--- src/rtl/booth_pkg.sv ---
// Shared types and sizing helpers for the radix-4 Booth MAC.
// Operand extension keeps the recoded width even and leaves room for unsigned operands.
package booth_pkg;

  typedef enum logic [1:0] {
    IDLE,
    BUSY,
    ACC,
    DONE
  } state_t;

  typedef struct packed {
    logic neg;
    logic two;
    logic zero;
  } booth_digit_t;

  function automatic int nbe(input int n);
    return (n % 2 == 0) ? n + 2 : n + 3;
  endfunction

  function automatic int iter(input int n);
    return nbe(n) / 2;
  endfunction

endpackage

--- src/rtl/booth4_recode.sv ---
// Radix-4 Booth recoder: {b[2i+1], b[2i], b[2i-1]} to a signed digit in {0,+-1,+-2}.
// A plain +A digit is encoded with all flags clear.
module booth4_recode
  import booth_pkg::*;
(
  input  logic [2:0]   bits,
  output booth_digit_t digit
);

  always_comb begin
    digit = '0;
    unique case (bits)
      3'b000, 3'b111: digit.zero = 1'b1;
      3'b001, 3'b010: digit      = '0;
      3'b011:         digit.two  = 1'b1;
      3'b100: begin
        digit.neg = 1'b1;
        digit.two = 1'b1;
      end
      3'b101, 3'b110: digit.neg  = 1'b1;
      default:        digit      = '0;
    endcase
  end

endmodule

--- src/rtl/booth4_mac.sv ---
// Sequential radix-4 Booth multiply-accumulate with per-operand signedness,
// valid/ready handshakes and a sticky signed-overflow accumulator.
module booth4_mac
  import booth_pkg::*;
#(
  parameter int NB    = 16,
  parameter int ACC_W = 2*NB+4
) (
  input  logic              clk,
  input  logic              rst,
  input  logic              in_valid,
  output logic              in_ready,
  input  logic [NB-1:0]     a,
  input  logic [NB-1:0]     b,
  input  logic              a_signed,
  input  logic              b_signed,
  input  logic              acc_en,
  output logic              out_valid,
  input  logic              out_ready,
  output logic [2*NB-1:0]   product,
  output logic [ACC_W-1:0]  acc,
  output logic              acc_ovf
);

  localparam int NBE  = nbe(NB);
  localparam int ITER = iter(NB);
  localparam int CW   = $clog2(ITER) + 1;
  localparam int PW   = NBE + 2;

  state_t state_q, state_d;

  logic [CW-1:0]     cnt_q, cnt_d;
  logic [NBE-1:0]    mcand_q, mcand_d;
  logic [PW-1:0]     hi_q, hi_d;
  logic [NBE-1:0]    lo_q, lo_d;
  logic              bm1_q, bm1_d;
  logic              sgn_q, sgn_d;
  logic              acc_en_q, acc_en_d;
  logic [2*NB-1:0]   product_q, product_d;
  logic [ACC_W-1:0]  acc_q, acc_d;
  logic              ovf_q, ovf_d;
  logic              out_valid_q, out_valid_d;

  logic              accept;
  logic              retire;
  logic [NBE-1:0]    a_ext, b_ext;
  booth_digit_t      digit;
  logic [PW-1:0]     mag, pp, sum;
  logic [2*NB-1:0]   prod_w;
  logic [ACC_W-1:0]  prod_ext, acc_sum;
  logic              sum_ovf;

  booth4_recode u_recode (
    .bits  ({lo_q[1:0], bm1_q}),
    .digit (digit)
  );

  assign accept = in_valid & in_ready;
  assign retire = out_valid_q & out_ready;

  always_ff @(posedge clk) begin
    if (rst) begin
      state_q <= IDLE;
    end else begin
      state_q <= state_d;
    end
  end

  always_comb begin
    state_d = state_q;
    unique case (state_q)
      IDLE: if (in_valid) state_d = BUSY;
      BUSY: if (cnt_q == CW'(ITER-1)) state_d = ACC;
      ACC:  state_d = DONE;
      DONE: if (retire) state_d = IDLE;
      default: state_d = IDLE;
    endcase
  end

  always_comb begin
    in_ready  = (state_q == IDLE);
    out_valid = out_valid_q;
    product   = product_q;
    acc       = acc_q;
    acc_ovf   = ovf_q;
  end

  always_comb begin
    a_ext = a_signed ? {{(NBE-NB){a[NB-1]}}, a}
                     : {{(NBE-NB){1'b0}}, a};
    b_ext = b_signed ? {{(NBE-NB){b[NB-1]}}, b}
                     : {{(NBE-NB){1'b0}}, b};
    mag = digit.two ? {mcand_q[NBE-1], mcand_q, 1'b0}
                    : {{2{mcand_q[NBE-1]}}, mcand_q};
    pp  = digit.zero ? '0 : (digit.neg ? ~mag + PW'(1) : mag);
    sum = hi_q + pp;
    // After ITER shifts the multiplier has fully drained out of lo_q.
    prod_w   = (2*NB)'({hi_q, lo_q});
    prod_ext = sgn_q ? ACC_W'($signed(prod_w)) : ACC_W'(prod_w);
    acc_sum  = acc_q + prod_ext;
    sum_ovf  = (acc_q[ACC_W-1] == prod_ext[ACC_W-1]) &&
               (acc_sum[ACC_W-1] != acc_q[ACC_W-1]);
  end

  always_comb begin
    cnt_d       = cnt_q;
    mcand_d     = mcand_q;
    hi_d        = hi_q;
    lo_d        = lo_q;
    bm1_d       = bm1_q;
    sgn_d       = sgn_q;
    acc_en_d    = acc_en_q;
    product_d   = product_q;
    acc_d       = acc_q;
    ovf_d       = ovf_q;
    out_valid_d = (state_q == DONE) && !retire;
    unique case (state_q)
      IDLE: if (accept) begin
        mcand_d  = a_ext;
        lo_d     = b_ext;
        hi_d     = '0;
        bm1_d    = 1'b0;
        cnt_d    = '0;
        sgn_d    = a_signed | b_signed;
        acc_en_d = acc_en;
      end
      BUSY: begin
        hi_d  = {{2{sum[PW-1]}}, sum[PW-1:2]};
        lo_d  = {sum[1:0], lo_q[NBE-1:2]};
        bm1_d = lo_q[1];
        cnt_d = cnt_q + CW'(1);
      end
      ACC: begin
        product_d = prod_w;
        if (acc_en_q) begin
          acc_d = acc_sum;
          ovf_d = ovf_q | sum_ovf;
        end else begin
          acc_d = prod_ext;
          ovf_d = 1'b0;
        end
      end
      DONE: ;
      default: ;
    endcase
  end

  always_ff @(posedge clk) begin
    if (rst) begin
      cnt_q       <= '0;
      mcand_q     <= '0;
      hi_q        <= '0;
      lo_q        <= '0;
      bm1_q       <= 1'b0;
      sgn_q       <= 1'b0;
      acc_en_q    <= 1'b0;
      product_q   <= '0;
      acc_q       <= '0;
      ovf_q       <= 1'b0;
      out_valid_q <= 1'b0;
    end else begin
      cnt_q       <= cnt_d;
      mcand_q     <= mcand_d;
      hi_q        <= hi_d;
      lo_q        <= lo_d;
      bm1_q       <= bm1_d;
      sgn_q       <= sgn_d;
      acc_en_q    <= acc_en_d;
      product_q   <= product_d;
      acc_q       <= acc_d;
      ovf_q       <= ovf_d;
      out_valid_q <= out_valid_d;
    end
  end

endmodule

--- config.mk ---
export PLATFORM = sky130hd
export DESIGN_NAME = booth4_mac
export DESIGN_NICKNAME = d
export VERILOG_FILES = /design/src/rtl/booth_pkg.sv /design/src/rtl/booth4_recode.sv /design/src/rtl/booth4_mac.sv
export SDC_FILE = /design/constraint.sdc
export NUM_CORES = 1
export LEC_CHECK = 0
export CAP_MARGIN = 20
export CORE_ASPECT_RATIO = 1.5
export CORE_MARGIN = 4
export CORE_UTILIZATION = 30
export CTS_CLUSTER_DIAMETER = 150
export DETAILED_ROUTE_END_ITERATION = 10
export GPL_TIMING_DRIVEN = 0
export PLACE_DENSITY = 0.58
export SETUP_SLACK_MARGIN = 0.15
export SLEW_MARGIN = 30
export SYNTH_ARGS = -nofsm -noshare
export SYNTH_HDL_FRONTEND = slang
export SYNTH_SLANG_ARGS = --single-unit
export TNS_END_PERCENT = 100
--- constraint.sdc ---
create_clock -name clk -period 14.1 [get_ports clk]
set_input_delay 4.23 -clock clk [delete_from_list [all_inputs] [get_ports clk]]
set_output_delay 4.23 -clock clk [all_outputs]
set_load 0.005 [all_outputs]
Yosys cells after proc, flatten, opt, wreduce, memory -nomap -nowiden:

Index checks and enable logic that the tools add are counted.

* $add $sub $neg: 4
* equal/unequal tests: 15
* muxes and demuxes: 23
* bitwise gates (word level): 5
* reduce and logical (&&, ||, !) cells: 12

Operator list (count)
* 18-bit 2-to-1 mux: 4
* 36-bit 2-to-1 mux: 2
* 20-bit 2-to-1 mux: 3
* 20-bit case mux with 2 select lines: 1
* 36-bit adder: 1
* 18-bit case mux with 2 select lines: 1
* 20-bit by 1-bit adder with 20-bit output, second input constant: 1
* 20-bit adder: 1
* 20-bit inverter: 1
* 3-bit equality test, second input constant: 4
* 5-bit case mux with 2 select lines: 1
* 2-bit case mux with 4 select lines: 1
* 2-bit 2-to-1 mux: 3
* 2-bit != test, second input constant: 3
* 5-bit by 1-bit adder with 5-bit output, second input constant: 1
* 5-bit by 4-bit equality test with 1-bit output, second input constant: 1
* 1-bit 2-to-1 mux: 5
* 5-bit 2-to-1 mux: 1
* 2-bit equality test, second input constant: 2
* 2-bit AND reduction: 2
* 2-bit OR reduction: 2
* 3-bit by 2-bit equality test with 1-bit output, second input constant: 1
* 3-bit logical NOT: 1
* 3-bit AND reduction: 1
* 12 further kinds: 15

* bits in registers: 136
* bits of input ports: 39
* output and inout port bits: 71
* word-level logic and storage cells: 71

Depth between registers and ports, before layout:

* word-level depth: 10
* depth in mapped cells: 25
* gate-level depth less buffers: 21

Cells and area by module:

Synthesis repeated with hierarchy kept, for this count alone.

* cell total of the unflattened synthesis: 1100
* area, all modules: 8954.8 µm²

By module, submodules not included
* booth4_mac: times used 1, cells an instance 1093, area each 8917.3 µm², sequential area each 2662.6 µm²
* booth4_recode: times used 1, cells an instance 7, area each 37.5 µm², sequential area each 0.0 µm²

Worst setup path before layout:

Ideal clock, no wire load.

* kind: in2reg
* start point: input port in_valid
* end point: register hi_q[13]
* setup time: 0.070 ns
* arrival: 5.173 ns
* required time: 14.030 ns
* path slack: 8.856 ns
* cell stages on the path: 6
* path buffers: 2
* cell sequence: nand2b_1 -> and2_1 -> clkbuf_1 -> clkbuf_1 -> nand2_1 -> a21oi_1

* cells in the longest elaborated chain, start to end: 3

Ends and longest elaborated chain
* from (decl): line booth4_mac.sv:11 `input logic in_valid,`
* 1-bit AND: line booth4_mac.sv:58 `assign accept = in_valid & in_ready;`
* 2-bit by 1-bit != test with 1-bit output (no source line)
* 2-bit AND reduction (no source line)
* to (signal assigned): line booth4_mac.sv:164 `hi_q <= hi_d;`
* to (decl): line booth4_mac.sv:34 `logic [PW-1:0] hi_q, hi_d;`

No other way between the ends.
A chain may end at the register's enable or synchronous reset.

Worst setup path in the final report:

* start point: register bm1_q
* end point: register hi_q[18]

* cells in the longest elaborated chain, start to end: 10
* elaborated cells on any way between the ends: 19
* those cells by class: add/sub: 2; eq/ne: 5; mux: 7; bitwise: 1; reduce/logical: 4

Ends and longest elaborated chain
* from (decl): line booth4_mac.sv:36 `logic bm1_q, bm1_d;`
* from (signal assigned): line booth4_mac.sv:166 `bm1_q <= bm1_d;`
* 3-bit by 2-bit equality test with 1-bit output or 3-bit equality test (tied branches): line booth4_recode.sv:12 `unique case (bits)`
* 2-bit OR reduction (no source line)
* 1-bit 2-to-1 mux: line booth4_recode.sv:12
* 18-bit 2-to-1 mux: line booth4_mac.sv:93 `mag = digit.two ? {mcand_q[NBE-1], mcand_q, 1'b0}`
* 20-bit inverter: line booth4_mac.sv:95 `pp = digit.zero ? '0 : (digit.neg ? ~mag + PW'(1) : mag);`
* 20-bit by 1-bit adder with 20-bit output: line booth4_mac.sv:95
* 20-bit 2-to-1 mux: line booth4_mac.sv:95
* 20-bit 2-to-1 mux (*): line booth4_mac.sv:95
* 20-bit adder (*): line booth4_mac.sv:96 `sum = hi_q + pp;`
* 20-bit case mux with 2 select lines (*): line booth4_mac.sv:117 `unique case (state_q)`

Every way passes the cells marked *; elsewhere a longest branch is shown, timed or not.

==> results.cfg <==
[timing]
fin_worst_skew_ns = 0.00996
finalSetupViolCount = 0
finalCritPeriodShare = 0.428
drv_slew = 0
rsz0062_at_grt = no
setup_ws_ns = 8.07
final-hold-violation-count = 0
fmax_mhz = 166
slew_headroom = 0.363
tightestPinTransition_ns = 0.955
min_period_ns = 6.03
fin_setup_tns_ns = 0

[clock_tree]
cts_tree = built
path_clk_slew_ns = 0.06
clk_latency_ns = 0.44
cts_resized = 0
hold_buffers = 0
cts_buffers = 17
cts_sinks = 133
post_cts_buffers = 0
cts_root_buffer = clkbuf_16
h-tree-depth = 4
clk_path_buf_depth = 2

[worst_setup_path]
crit_type = flip-flop to flip-flop
required_ns = 14.39
path_delay_family = compound AO/OA/AOI/OAI gates
cpPeakStageDelay_ns = 0.47
slowest_stage = a211oi_1
worst-path-buf-inv = 5
cp_max_fo = 10
cp-end-kind = flip-flop
crit_arrival_ns = 6.32
cpMostUsedCell = buf_2
cp-start-kind = flip-flop

[pwr]
power.density_nw_per_um2 = 189
fin_total_pwr_mw = 2.14
leakagePower_nw = 4.37
ir_drop_mv = 0.0754

[synth]
async_reset_ff_frac = 0
synth_ff_type = dfxtp_1
avgSynthCellArea_um2 = 7.89
syn_area_um2 = 9150
ys_seq_area_frac = 0.291
synth_edf_count = 0
ys_types = 64
synthesis.nets = 1262
yosys_warnings = 0
ys_ff_latch = 133
synthCells = 1160

[detailed_routing]
routed_wl_um = 30900
vias = 8995
drc = 0
drt_first_pass_iters = 5
viasPerCell = 5.29
wire_per_inst_um = 18.2
drt_iter0_markers = 500
drtAntennaViolNets = 0

[final_layout]
fillerInstances = 3121
num-nets-final = 1389
diodes = 0
drive_above_1_share = 0.0362
layout_common_cells = nor2_1, dfxtp_1, nand2_1
final_cells = 1700
finalCoreUtilization = 0.376
syn2layout_area_growth_pct = 23.9
final_common_cell = nor2_1

[die]
die_area_um2 = 33400
core_um2 = 30200
io_pins = 110
initial_core_util = 0.303
rows = 78
die_y_um = 222
die_x_um = 151

[placement]
dp_worst_setup_slack_ns = 7.75
gp_congestion = 0.954
hpwlAfterDp_um = 24100
portBuffers = 108
dp.cells = 1668

[grt]
grt_pass1_vias = 8977
grt_util_all_layers = 0.186
grt_max_degree = 17
gr-total-overflow = 0
antenna_found_initial = 0
grt_pass1_wl_um = 48700

[min_path]
hp-class = flip-flop to flip-flop

[outcome]
status = completed

[job]
drv_cap = 0
==> metrics by stage <==
step                instance area, um2  hold slack (ns)
CTS                              11300            0.503
finish                           11300            0.492
floorplan                         9150            0.467
detailed placement               10700            0.487
global route                     11300            0.510
global placement                 10700            0.472
==> synthesized netlist by cell type (all sizes together) (6+ instances only) <==
master	n	area (um2)
a211o	6	52.6
a211oi	50	380
a21o	23	173
a21oi	88	452
a22oi	17	128
a311oi	8	70.1
a31oi	15	93.8
a32oi	6	52.6
and2	10	62.6
and3	7	43.8
buf	20	83.8
clkbuf	62	234
dfxtp	133	2660
ha	61	763
inv	29	109
mux2i	78	781
nand2	110	415
nand2b	15	93.8
nand3	15	75.1
nand3b	6	45.0
nand4	9	56.3
nor2	151	567
nor2b	10	62.6
nor3	21	105
o211ai	11	96.3
o21a	9	67.6
o21ai	54	270
o22ai	11	68.8
or3	12	75.1
xnor2	37	324
xor2	20	175
==> kinds of logic after synthesis <==
group | count (synthesis) | share of synthesized area
multiplexers | 80 | 0.0878
adder cells (fa/ha/maj) | 63 | 0.0878
buffers and inverters | 111 | 0.0466
XOR/XNOR | 57 | 0.0546
AND/OR/NAND/NOR | 386 | 0.194
AO/OA/AOI/OAI | 330 | 0.238
flip-flops | 133 | 0.291
==> sequential cells by signal, summed over array words and instances, names as in the netlist <==
register	flops
out_valid	1
mcand_q	17
product	32
cnt_q	5
bm1_q	1
hi_q	18
lo_q	18
acc_ovf	1
state_q	2
sgn_q	1
acc	36
acc_en_q	1
==> worst register-to-register path, cell delays in order, from the launching register on <==
cell and delay, ns:
dfxtp_1 0.29, buf_2 0.16, nor2b_1 0.14, buf_2 0.20, a21oi_1 0.20, clkbuf_1 0.44
mux2i_1 0.26, ha_1 0.25, nand3_1 0.17, or3_1 0.33, buf_2 0.19, a211o_1 0.31
nand2_1 0.09, xor2_1 0.16, o221ai_1 0.22, ha_1 0.35, clkbuf_1 0.28, nand4_1 0.15
a211oi_1 0.34, nor2_1 0.13, a211oi_1 0.47, a211o_1 0.21, a21oi_1 0.08, xor2_1 0.19
o211ai_1 0.10, nor3b_1 0.16
==> where the power goes <==
part	switching (mW)	internal [mW]
Combinational	0.653	0.455
Sequential	0.104	0.462
Clock	0.181	0.288
==> layout make-up <==
class	instances	area, um2	area share
buffer	82	318	0.0280
clock buffer	21	460	0.0406
clock inverter	11	149	0.0131
inverter	29	109	0.00960
multi-input combinational	916	6060	0.534
sequential	133	2660	0.235
tap	400	500	0.0441
timing repair buffer	108	1080	0.0953
==> routing by layer <==
layer | GRT usage | routed length, um
met3 | 0.0301 | 1110
met1 | 0.193 | 11800
met4 | 0.0893 | 1380
met5 | 0 | 0
met2 | 0.352 | 16700
==> worst paths after layout <==
kind / end / slack, ns / startpoint / cells past startpoint
hold / removal: product[18] / 0.49 / product[18] / 2
setup / recovery: hi_q[18] / 8.07 / bm1_q / 25
setup reg to reg: hi_q[18] / 8.07 / bm1_q / 25
hold reg to reg: product[18] / 0.49 / product[18] / 2
(Power assumes the default switching activity.)
